### src/rtl/param_seq_detector.sv
// param_seq_detector: programmable serial bit-pattern detector
// with overlap control, input qualifier and saturating match count.
module param_seq_detector #(
    parameter int MAX_LEN = 8,
    parameter int CNT_W = 8,
    parameter logic [MAX_LEN-1:0] DEF_PATTERN = MAX_LEN'(8'b0000_1010),
    parameter int DEF_LEN = 4,
    localparam int LW = $clog2(MAX_LEN + 1)
) (
    input  logic               clk,
    input  logic               reset,
    input  logic               in_valid,
    input  logic               in,
    input  logic               cfg_load,
    input  logic [MAX_LEN-1:0] cfg_pattern,
    input  logic [LW-1:0]      cfg_len,
    input  logic               cfg_overlap,
    output logic               out,
    output logic [CNT_W-1:0]   match_count,
    output logic [LW-1:0]      fill
);

    typedef enum logic {
        FILLING,
        ARMED
    } phase_t;

    localparam logic [LW-1:0] MAXL = LW'(MAX_LEN);

    logic [MAX_LEN-1:0] hist;
    logic [MAX_LEN-1:0] pat;
    logic [MAX_LEN-1:0] hist_n;
    logic [MAX_LEN-1:0] mask;
    logic [LW-1:0]      len;
    logic [LW-1:0]      len_c;
    logic [LW-1:0]      fill_n;
    logic               ovl;
    logic               match;
    phase_t             phase_n;

    always_comb begin
        len_c = cfg_len;
        if (cfg_len == '0) begin
            len_c = LW'(1);
        end else if (cfg_len > MAXL) begin
            len_c = MAXL;
        end
    end

    // len is never 0 once stored, so the shift stays below MAX_LEN
    assign hist_n  = {hist[MAX_LEN-2:0], in};
    assign fill_n  = (fill == MAXL) ? fill : fill + LW'(1);
    assign mask    = {MAX_LEN{1'b1}} >> (MAXL - len);
    assign phase_n = (fill_n >= len) ? ARMED : FILLING;
    assign match   = (phase_n == ARMED)
                  && (((hist_n ^ pat) & mask) == '0);

    always_ff @(posedge clk) begin
        if (!reset) begin
            hist        <= '0;
            fill        <= '0;
            out         <= 1'b0;
            match_count <= '0;
            pat         <= DEF_PATTERN;
            len         <= LW'(DEF_LEN);
            ovl         <= 1'b1;
        end else if (cfg_load) begin
            hist        <= '0;
            fill        <= '0;
            out         <= 1'b0;
            match_count <= '0;
            pat         <= cfg_pattern;
            len         <= len_c;
            ovl         <= cfg_overlap;
        end else if (in_valid) begin
            hist <= hist_n;
            out  <= match;
            fill <= (match && !ovl) ? '0 : fill_n;
            if (match && match_count != '1) begin
                match_count <= match_count + CNT_W'(1);
            end
        end else begin
            out <= 1'b0;
        end
    end

endmodule

### config.mk
export PLATFORM = sky130hd
export DESIGN_NAME = param_seq_detector
export DESIGN_NICKNAME = d
export VERILOG_FILES = /design/src/rtl/param_seq_detector.sv
export SDC_FILE = /design/constraint.sdc
export NUM_CORES = 1
export LEC_CHECK = 0
export BUFFER_PORTS_ARGS = -buffer_cell sky130_fd_sc_hd__buf_2
export CAP_MARGIN = 20
export CORE_MARGIN = 2
export CORE_UTILIZATION = 34
export CTS_CLUSTER_DIAMETER = 200
export DETAILED_ROUTE_END_ITERATION = 8
export GPL_TIMING_DRIVEN = 1
export PLACE_DENSITY = 0.59
export SKIP_LAST_GASP = 1
export SLEW_MARGIN = 0
export SYNTH_ARGS = -nofsm -noshare
export SYNTH_HDL_FRONTEND = slang
export SYNTH_SLANG_ARGS = --single-unit
### constraint.sdc
create_clock -name clk -period 2.42 [get_ports clk]
set_clock_uncertainty 0.05 [all_clocks]
set_input_delay 0.484 -clock clk [delete_from_list [all_inputs] [get_ports clk]]
set_output_delay 0.484 -clock clk [all_outputs]
set_load 0.05 [all_outputs]
==> results of run 1 <==
[critical path, stage by stage (launching register included)]
cell,delay [ns]
dfxtp_4,0.36
inv_4,0.04
ha_4,0.15
nand2_4,0.08
nor2_4,0.04
xnor2_2,0.14
ha_1,0.27
nand2b_4,0.11
a211oi_2,0.06
o21bai_2,0.20
o211ai_4,0.15
or4_4,0.54
a21oi_2,0.15
[cell usage in the layout, fill, tap and decap left out, drive strengths merged, types with 2 or more instances in the layout]
master,count
a21oi,10
nor3,2
o211ai,2
mux2i,19
clkbuf,7
xor2,3
a211oi,2
a31oi,2
dfxtp,33
buf,47
inv,10
nor2b,9
nand2b,4
xnor2,9
o31ai,6
nand2,9
and3,3
or4,5
o32ai,3
nand3,12
nor2,15
ha,10
o22ai,2
o21ai,6
[final timing paths]
path	from	endpoint	slack, ns	depth (start not counted)
max	fill[0]	match_count[2]	0.005	12
min	cfg_pattern[3]	pat[3]	0.37	3
min reg2reg	match_count[5]	match_count[5]	0.46	2
max reg2reg	fill[0]	match_count[2]	0.005	12
[power by group through the flow]
stage	logic (mW)	clock network [mW]	registers (mW)
after floorplan	0.109	0	0.585
after CTS	0.189	0.546	0.569
after global placement	0.167	0	0.581
after global routing	0.219	0.574	0.572
final	0.198	0.533	0.570
after detailed placement	0.169	0	0.581
[area by class of cell]
| cell class | instances | area [sq um] |
|---|---|---|
| clock buffer | 7 | 86.3 |
| clock inverter | 1 | 30.0 |
| fill | 517 | 2680 |
| inverter | 10 | 42.5 |
| multi-input combinational | 140 | 1130 |
| sequential | 33 | 669 |
| tap | 70 | 87.6 |
| timing repair buffer | 47 | 282 |
[kinds of logic (layout without fill, tap and decap cells)]
logic type      after synthesis  after routing  synth area share
compound gates               36             37             0.153
buf+inv                      19             65            0.0411
simple gates                 62             62             0.183
xor+xnor                     12             12            0.0605
flops                        33             33             0.380
mux                          19             19             0.110
fa+ha+maj                    10             10            0.0720
[repair_timing]
action / in CTS / in global routing
pin swaps: 4 / 13
gates resized for setup: 6 / 23
cloned: 1 / 0
setup buffers: 2 / 0
endpoints found under the setup margin: 9 / 11
[stage by stage]
stage,total power [mW],util
6_report,1.30,0.465
5_1_grt,1.36,0.465
4_1_cts,1.30,0.446
3_5_place_dp,0.750,0.412
3_3_place_gp,0.748,0.412
2_1_floorplan,0.694,-
[state kept, by name, indices dropped and copies added (netlist names)]
register / count
match_count: 8
pat: 8
hist: 7
fill: 4
len: 4
out: 1
ovl: 1
[layer usage]
metal / wire (um) / share of wire / vias up / global-route usage
met3: 111 / 0.028 / 4 / 0.0357
met2: 1940 / 0.49 / 26 / 0.236
met4: 38 / 0.0097 / 0 / 0.0409
met1: 1830 / 0.47 / 716 / 0.196
li1: - / - / 773 / -
met5: 0 / 0 / - / 0
==> impl_metrics.yaml, run 1 <==
status:
  status: "completed"
routing:
  firstDrtPassIters: 4
  postRouteAntennaNets: 0
  drt_iter0_markers: 50
  wl_per_cell_um: 12.7
  drt-total-wl_mm: 3.92
  via_per_inst: 4.93
  drc: 0
  vias: 1519
placed_design:
  gp_congestion: 0.793
  postPlaceCellArea_sq_mm: 0.00206
  post-place-ws_ns: -0.0796
  place_inst: 297
  hpwl_mm: 2.82
  port_buffers: 30
floorplan:
  dieArea_sq_mm: 0.00570
  fp-row-count: 26
  die_h_um: 75.5
  die_w_um: 75.5
  ioPinCount: 31
  start_util: 0.347
  coreArea_sq_mm: 0.00501
power:
  combPwrFrac: 0.153
  p_seq_frac: 0.438
  leakagePower_nw: 0.992
  peakVddDrop_mv: 0.324
  p_per_area_mw_per_mm2: 559
  clkPwrFrac: 0.410
  swShare: 0.243
  power.switching_mw: 0.316
  cellInternalPower_mw: 0.986
sta:
  fin_ws_ns: 0.00502
  finalSetupViolCount: 0
  clock.fmax_mhz: 414
  relSlewSlack: 0.675
  tns_ns: 0
  hold_slack_ns: 0.368
  post-route-period-util: 0.998
  hold_viol_final: 0
  drv_slew: 0
  tightest_slew_ns: 0.486
  post-route-min-period_ns: 2.41
  rsz0062_at_grt: "true"
job:
  cap_viol_max_count: 0
synth:
  ys_top_cells_by_count: "dfxtp_1, mux2i_1, nor2_1, nand3_1"
  syn_inst: 191
  synth_flop_cell: "dfxtp_1"
  synth_top_area_share: 0.380
  syn_area_sq_mm: 0.00174
  ys_seq_elements: 33
  synthDistinctLibCells: 32
  synth_area_leaders: "dfxtp_1, mux2i_1, ha_1"
  async_flop_share: 0
  yosysSeqAreaShare: 0.380
  synth_top_cell_by_area: "dfxtp_1"
  synth-edff-count: 0
  synth.avg_cell_area_sq_um: 9.09
  yosysMostFrequentCell: "dfxtp_1"
  syn_nets: 219
  yosysWarnings: 0
cells_and_area:
  drive_above_1_share: 0.345
  syn2layout_area_growth_pct: 34.1
  num_antenna_cells: 0
  fin_area_sq_mm: 0.00233
  final_cell_count_no_fill: 308
  nNetsFinal: 265
critical_path:
  crit_arrival_ns: 2.58
  critPathLaunchType: "flip-flop"
  worstSetupPathType: "reg -> reg"
  worstPathMaxFanout: 7
  cp-end-kind: "flip-flop"
  critPathRequiredTime_ns: 2.58
clocking:
  clock-sinks: 33
  cts_tree: "done"
  htreeDepth: 2
  root_buffer: "clkbuf_8"
  clk_latency_ns: 0.28
  clockBufferDepth: 2
  numCtsBuffers: 5
  cts_hold_buf: 0
  clk_pin_slew_ns: 0.07
global_routing:
  grt-ovfl-total: 0
  grt_start_max_net_pins: 16
  grt_pass1_wl_mm: 6.38
  antenna_found_initial: 0
  grt_pass1_vias: 1386
  grtUsageTotal: 0.147
worst_hold_path:
  min_path_type: "in -> reg"
(Power assumes the default switching activity.)
==> run 2: changes to the inputs <==
--- a/config.mk
+++ b/config.mk
@@ -7,6 +7,7 @@
 export LEC_CHECK = 0
 export BUFFER_PORTS_ARGS = -buffer_cell sky130_fd_sc_hd__buf_2
 export CAP_MARGIN = 20
+export CORE_ASPECT_RATIO = 2
 export CORE_MARGIN = 2
 export CORE_UTILIZATION = 34
 export CTS_CLUSTER_DIAMETER = 200
==> run 2 against run 1 <==
  * The run now ends with setup timing left
  * Highest routed layer unchanged
  * First-iteration DRC count is 54% lower
  * Cell count is 1.6% higher
  * Critical path type unchanged
  * Die area is 0.60% higher
  * Final area is 6.8% higher
  * Power is 4.0% higher
==> impl_metrics.yaml, run 2 (synthesis results as in run 1) <==
power:
  swShare: 0.253
  p_per_area_mw_per_mm2: 544
  p_seq_frac: 0.422
  finalPower_mw: 1.35
  power.switching_mw: 0.343
  leakagePower_nw: 1.10
  clkPwrFrac: 0.404
  combPwrFrac: 0.174
  cellInternalPower_mw: 1.01
  peakVddDrop_mv: 0.570
critical_path:
  worstSetupPathType: "reg -> reg"
  critPathTopFamily: "compound AO/OA/AOI/OAI gates"
  critPathLaunchType: "flip-flop"
  rr_worst_depth: 11
  critPathRequiredTime_ns: 2.60
  cp-end-kind: "flip-flop"
  cp.depth: 11
  crit_arrival_ns: 2.61
  slowest_stage: "or4_4"
  crit_chain: "buf_4, ha_2, nand3_1, o21ai_2, ha_2, o21ai_2, o21bai_4, o211ai_4, buf_6, or4_4, a21oi_2"
  path_buf_inv: 2
  worstPathMaxFanout: 5
  cpPeakStageDelay_ns: 0.41
cells_and_area:
  drive_above_1_share: 0.402
  nNetsFinal: 283
  fillers: 489
  layout_commonest_cell: "buf_4"
  fin_area_sq_mm: 0.00249
  final-seq-area_sq_um: 669
  top_regs: "match_count x8, pat x8, hist x7"
  syn2layout_area_growth_pct: 43.2
  final_cell_mix: "buf_4, dfxtp_1, buf_2"
  num_antenna_cells: 0
  multi_input_comb_area_sq_mm: 0.00117
clocking:
  clk_latency_ns: 0.29
  cts_tree: "done"
  cts_hold_buf: 0
  clk_pin_slew_ns: 0.07
  numCtsBuffers: 5
  clockBufferDepth: 2
  clock-sinks: 33
  htreeDepth: 2
  root_buffer: "clkbuf_8"
floorplan:
  die_w_um: 54.5
  die_h_um: 105
  start_util: 0.354
  dieArea_sq_mm: 0.00573
  coreArea_sq_mm: 0.00491
  fp-row-count: 36
  ioPinCount: 31
sta:
  post-route-period-util: 1.00
  rsz0062_at_grt: "true"
  fin_ws_ns: -0.00862
  tns_ns: -0.00862
  finalSetupViolCount: 1
  relSlewSlack: 0.604
  tightest_slew_ns: 0.577
  clock.fmax_mhz: 412
  post-route-min-period_ns: 2.43
  drv_slew: 0
  hold_viol_final: 0
worst_hold_path:
  hold_depth: 3
  min_path_type: "in -> reg"
job:
  cap_viol_max_count: 0
global_routing:
  grt_pass1_wl_mm: 7.18
  grtUsageTotal: 0.174
  antenna_found_initial: 0
  grt-ovfl-total: 0
  grt_pass1_vias: 1621
  grt_start_max_net_pins: 16
placed_design:
  port_buffers: 30
  post-place-ws_ns: -0.128
  hpwl_mm: 3.17
  postPlaceCellArea_sq_mm: 0.00206
  gp_congestion: 0.796
routing:
  postRouteAntennaNets: 0
  via_per_inst: 5.22
  drt-total-wl_mm: 4.58
  drc: 0
  vias: 1634
  drt_iter0_markers: 23
  firstDrtPassIters: 4
  wl_per_cell_um: 14.6
status:
  violations: "setup timing"
  status: "finished with violations"
run 2: power groups by stage:
| stage | sequential [mW] | combinational [mW] | clock [mW] |
|---|---|---|---|
| 2_1_floorplan | 0.585 | 0.109 | 0 |
| 3_3_place_gp | 0.582 | 0.168 | 0 |
| 3_5_place_dp | 0.582 | 0.172 | 0 |
| 4_1_cts | 0.570 | 0.210 | 0.559 |
| 5_1_grt | 0.573 | 0.254 | 0.579 |
| 6_report | 0.571 | 0.235 | 0.547 |
run 2: layout make-up:
| type | instances | area share |
|---|---|---|
| multi-input combinational | 140 | 0.471 |
| tap | 57 | 0.0287 |
| inverter | 10 | 0.0171 |
| clock inverter | 1 | 0.0121 |
| clock buffer | 7 | 0.0347 |
| sequential | 33 | 0.269 |
| timing repair buffer | 65 | 0.168 |
run 2: timing repair:
action	CTS	global route
gates resized for setup	14	21
cloned	1	0
endpoints found under the setup margin	11	11
pin swaps	11	10
buffers inserted	16	4
run 2: metrics by stage:
step | utilization | std cells | hold WS [ns]
2_1_floorplan | - | 191 | 0.392
3_3_place_gp | 0.419 | 285 | 0.439
3_5_place_dp | 0.419 | 285 | 0.439
4_1_cts | 0.482 | 310 | 0.351
5_1_grt | 0.507 | 313 | 0.348
6_report | 0.507 | 313 | 0.354
run 2: layer usage:
| metal | GRT usage | vias to the layer above | part of all wire |
|---|---|---|---|
| met5 | 0 | - | 0 |
| met4 | 0.107 | 0 | 0.036 |
| met3 | 0.0343 | 12 | 0.024 |
| met2 | 0.324 | 32 | 0.60 |
| met1 | 0.152 | 784 | 0.34 |
| li1 | - | 806 | - |
run 2: tightest hold or removal path, delay by kind of cell:
kind / cells / cell delay, ns
buf+inv: 1 / 0.07
mux: 1 / 0.05
simple gates: 1 / 0.06
run 2: worst paths after layout:
check	start	to	slack, ns
max	fill[0]	match_count[3]	-0.009
min	cfg_overlap	ovl	0.35
max reg2reg	fill[0]	match_count[3]	-0.009
min reg2reg	pat[3]	pat[3]	0.45
==> run 3: changes to the inputs <==
--- a/config.mk
+++ b/config.mk
@@ -5,15 +5,15 @@
 export SDC_FILE = /design/constraint.sdc
 export NUM_CORES = 1
 export LEC_CHECK = 0
-export BUFFER_PORTS_ARGS = -buffer_cell sky130_fd_sc_hd__buf_2
 export CAP_MARGIN = 20
 export CORE_ASPECT_RATIO = 2
 export CORE_MARGIN = 2
 export CORE_UTILIZATION = 34
 export CTS_CLUSTER_DIAMETER = 200
 export DETAILED_ROUTE_END_ITERATION = 8
+export DONT_BUFFER_PORTS = 1
 export GPL_TIMING_DRIVEN = 1
-export PLACE_DENSITY = 0.59
+export PLACE_DENSITY = 0.54
 export SKIP_LAST_GASP = 1
 export SLEW_MARGIN = 0
 export SYNTH_ARGS = -nofsm -noshare
==> run 3 against run 2 <==
  * The flow now finishes without violations
  * Register-to-register slack better by 0.02 ns
  * Sequential power about the same
  * Fmax up 0.94%
  * Final area decreased by 7.3%
  * Highest routed layer unchanged
  * Sequential cell count unchanged
==> impl_metrics.yaml, run 3 (synthesis results as in run 1) <==
worst_hold_path:
  worstHoldEndpoint: "pat[1]"
  hp-start: "reset"
  min_path_type: "in -> reg"
  hold_depth: 1
routing:
  wl_per_cell_um: 15.5
  vias: 1492
  via_per_inst: 5.29
  firstDrtPassIters: 4
  drt-total-wl_mm: 4.38
  drc: 0
  drt_iter0_markers: 53
  postRouteAntennaNets: 0
clocking:
  clk_pin_slew_ns: 0.07
  numCtsBuffers: 5
  clk_latency_ns: 0.29
  clock-sinks: 33
  cts_tree: "done"
  htreeDepth: 2
  root_buffer: "clkbuf_8"
  clockBufferDepth: 2
sta:
  clock.fmax_mhz: 416
  post-route-min-period_ns: 2.41
  finalSetupViolCount: 0
  tightest_slew_ns: 0.747
  post-route-period-util: 0.994
  drv_slew: 0
  relSlewSlack: 0.502
  hold_viol_final: 0
  rsz0062_at_grt: "true"
  fin_ws_ns: 0.0141
floorplan:
  start_util: 0.354
  fp-row-count: 36
  dieArea_sq_mm: 0.00573
  ioPinCount: 31
  die_h_um: 105
  coreArea_sq_mm: 0.00491
  die_w_um: 54.5
critical_path:
  worstSetupPathType: "reg -> reg"
  regToRegStartpoint: "fill[0]"
  cp-startpoint: "fill[0]"
  r2r_end: "match_count[2]"
  crit_arrival_ns: 2.57
  rr_worst_depth: 12
  critPathLaunchType: "flip-flop"
  cp-end-kind: "flip-flop"
  worstPathMaxFanout: 7
  r2r_slack_ns: 0.01
  critPathRequiredTime_ns: 2.59
cells_and_area:
  utilization: 0.470
  syn2layout_area_growth_pct: 32.8
  fin_area_sq_mm: 0.00231
  nNetsFinal: 252
  layout_commonest_cell: "buf_4"
  drive_above_1_share: 0.307
  num_antenna_cells: 0
  final_cell_mix: "buf_4, dfxtp_1, mux2i_1"
  top_regs: "match_count x8, pat x8, hist x7"
power:
  p_per_area_mw_per_mm2: 548
  swShare: 0.248
  power.switching_mw: 0.314
  leakagePower_nw: 0.952
  p_seq_frac: 0.451
  cellInternalPower_mw: 0.950
  clkPwrFrac: 0.396
  combPwrFrac: 0.153
  peakVddDrop_mv: 0.360
status:
  status: "completed"
placed_design:
  port_buffers: 0
  hpwl_mm: 3.04
  postPlaceCellArea_sq_mm: 0.00195
  gp_congestion: 0.758
  post-place-ws_ns: -0.0764
job:
  cap_viol_max_count: 0
global_routing:
  grt_start_max_net_pins: 18
  grt-ovfl-total: 0
  grt_pass1_wl_mm: 7.07
  grt_pass1_vias: 1512
  antenna_found_initial: 0
  grtUsageTotal: 0.170
run 3: cell types whose count changed in the layout (fill, tap and decap cells not counted), moves of 2 or more:
cell and change:
a21oi_1 +2, buf_4 -2, buf_2 -30, dfxtp_1 -2, a21oi_2 -2, dfxtp_2 +2
run 3: per-stage QoR:
| step | std cells | total power [mW] | hold slack [ns] | TNS (ns) |
|---|---|---|---|---|
| 6_report | 282 | 1.26 | 0.209 | 0 |
| 3_5_place_dp | 261 | 0.718 | 0.448 | -0.333 |
| 4_1_cts | 281 | 1.25 | 0.203 | -0.0522 |
| 3_3_place_gp | 261 | 0.717 | 0.441 | -0.254 |
| 2_1_floorplan | 191 | 0.694 | 0.392 | -0.000157 |
| 5_1_grt | 282 | 1.32 | 0.201 | -0.0976 |
run 3: how the worst max path moves through the flow:
stage / endpoint / slack, ns / cells past startpoint
3_5_place_dp: match_count[4] / -0.08 / 9
3_3_place_gp: match_count[4] / -0.06 / 10
4_1_cts: match_count[2] / -0.03 / 12
5_1_grt: match_count[2] / -0.07 / 10
6_report: match_count[2] / 0.01 / 12
2_1_floorplan: fill[0] / -0.0002 / 13
run 3: cell type report:
cell class	instances	area [sq um]
fillers	461	2600
multi-input cells	140	1140
flip-flops and latches	33	672
repair buffers	34	272
clock buffers	8	111
well taps	57	71.3
inverters	10	42.5
run 3: layer usage:
metal / vias to the layer above / routed length (um) / GRT usage
met2: 30 / 2590 / 0.316
met3: 8 / 154 / 0.0314
met5: - / 0 / 0
li1: 743 / - / -
met4: 0 / 87 / 0.0714
met1: 711 / 1550 / 0.167
run 3: power groups by stage:
stage	Sequential [mW]	Clock, mW	Combinational (mW)
after global routing	0.572	0.534	0.211
final	0.570	0.500	0.194
after floorplan	0.585	0	0.109
after CTS	0.569	0.518	0.160
after detailed placement	0.581	0	0.137
after global placement	0.581	0	0.136
run 3: what timing repair did:
action,in CTS,in global routing
buffers inserted,11,2
pin swaps,8,13
endpoints found under the setup margin,8,13
gates resized for setup,1,30
cloned,1,0
hold buffers,0,0
run 3: worst max-delay path, stage by stage (launching register included):
cell,delay [ns]
dfxtp_4,0.37
inv_4,0.04
ha_4,0.15
nand2_4,0.06
nor2_4,0.04
xnor2_2,0.15
ha_1,0.28
nand2b_4,0.12
a211oi_4,0.06
o21bai_4,0.19
o211ai_4,0.14
or4_4,0.54
a21oi_2,0.13
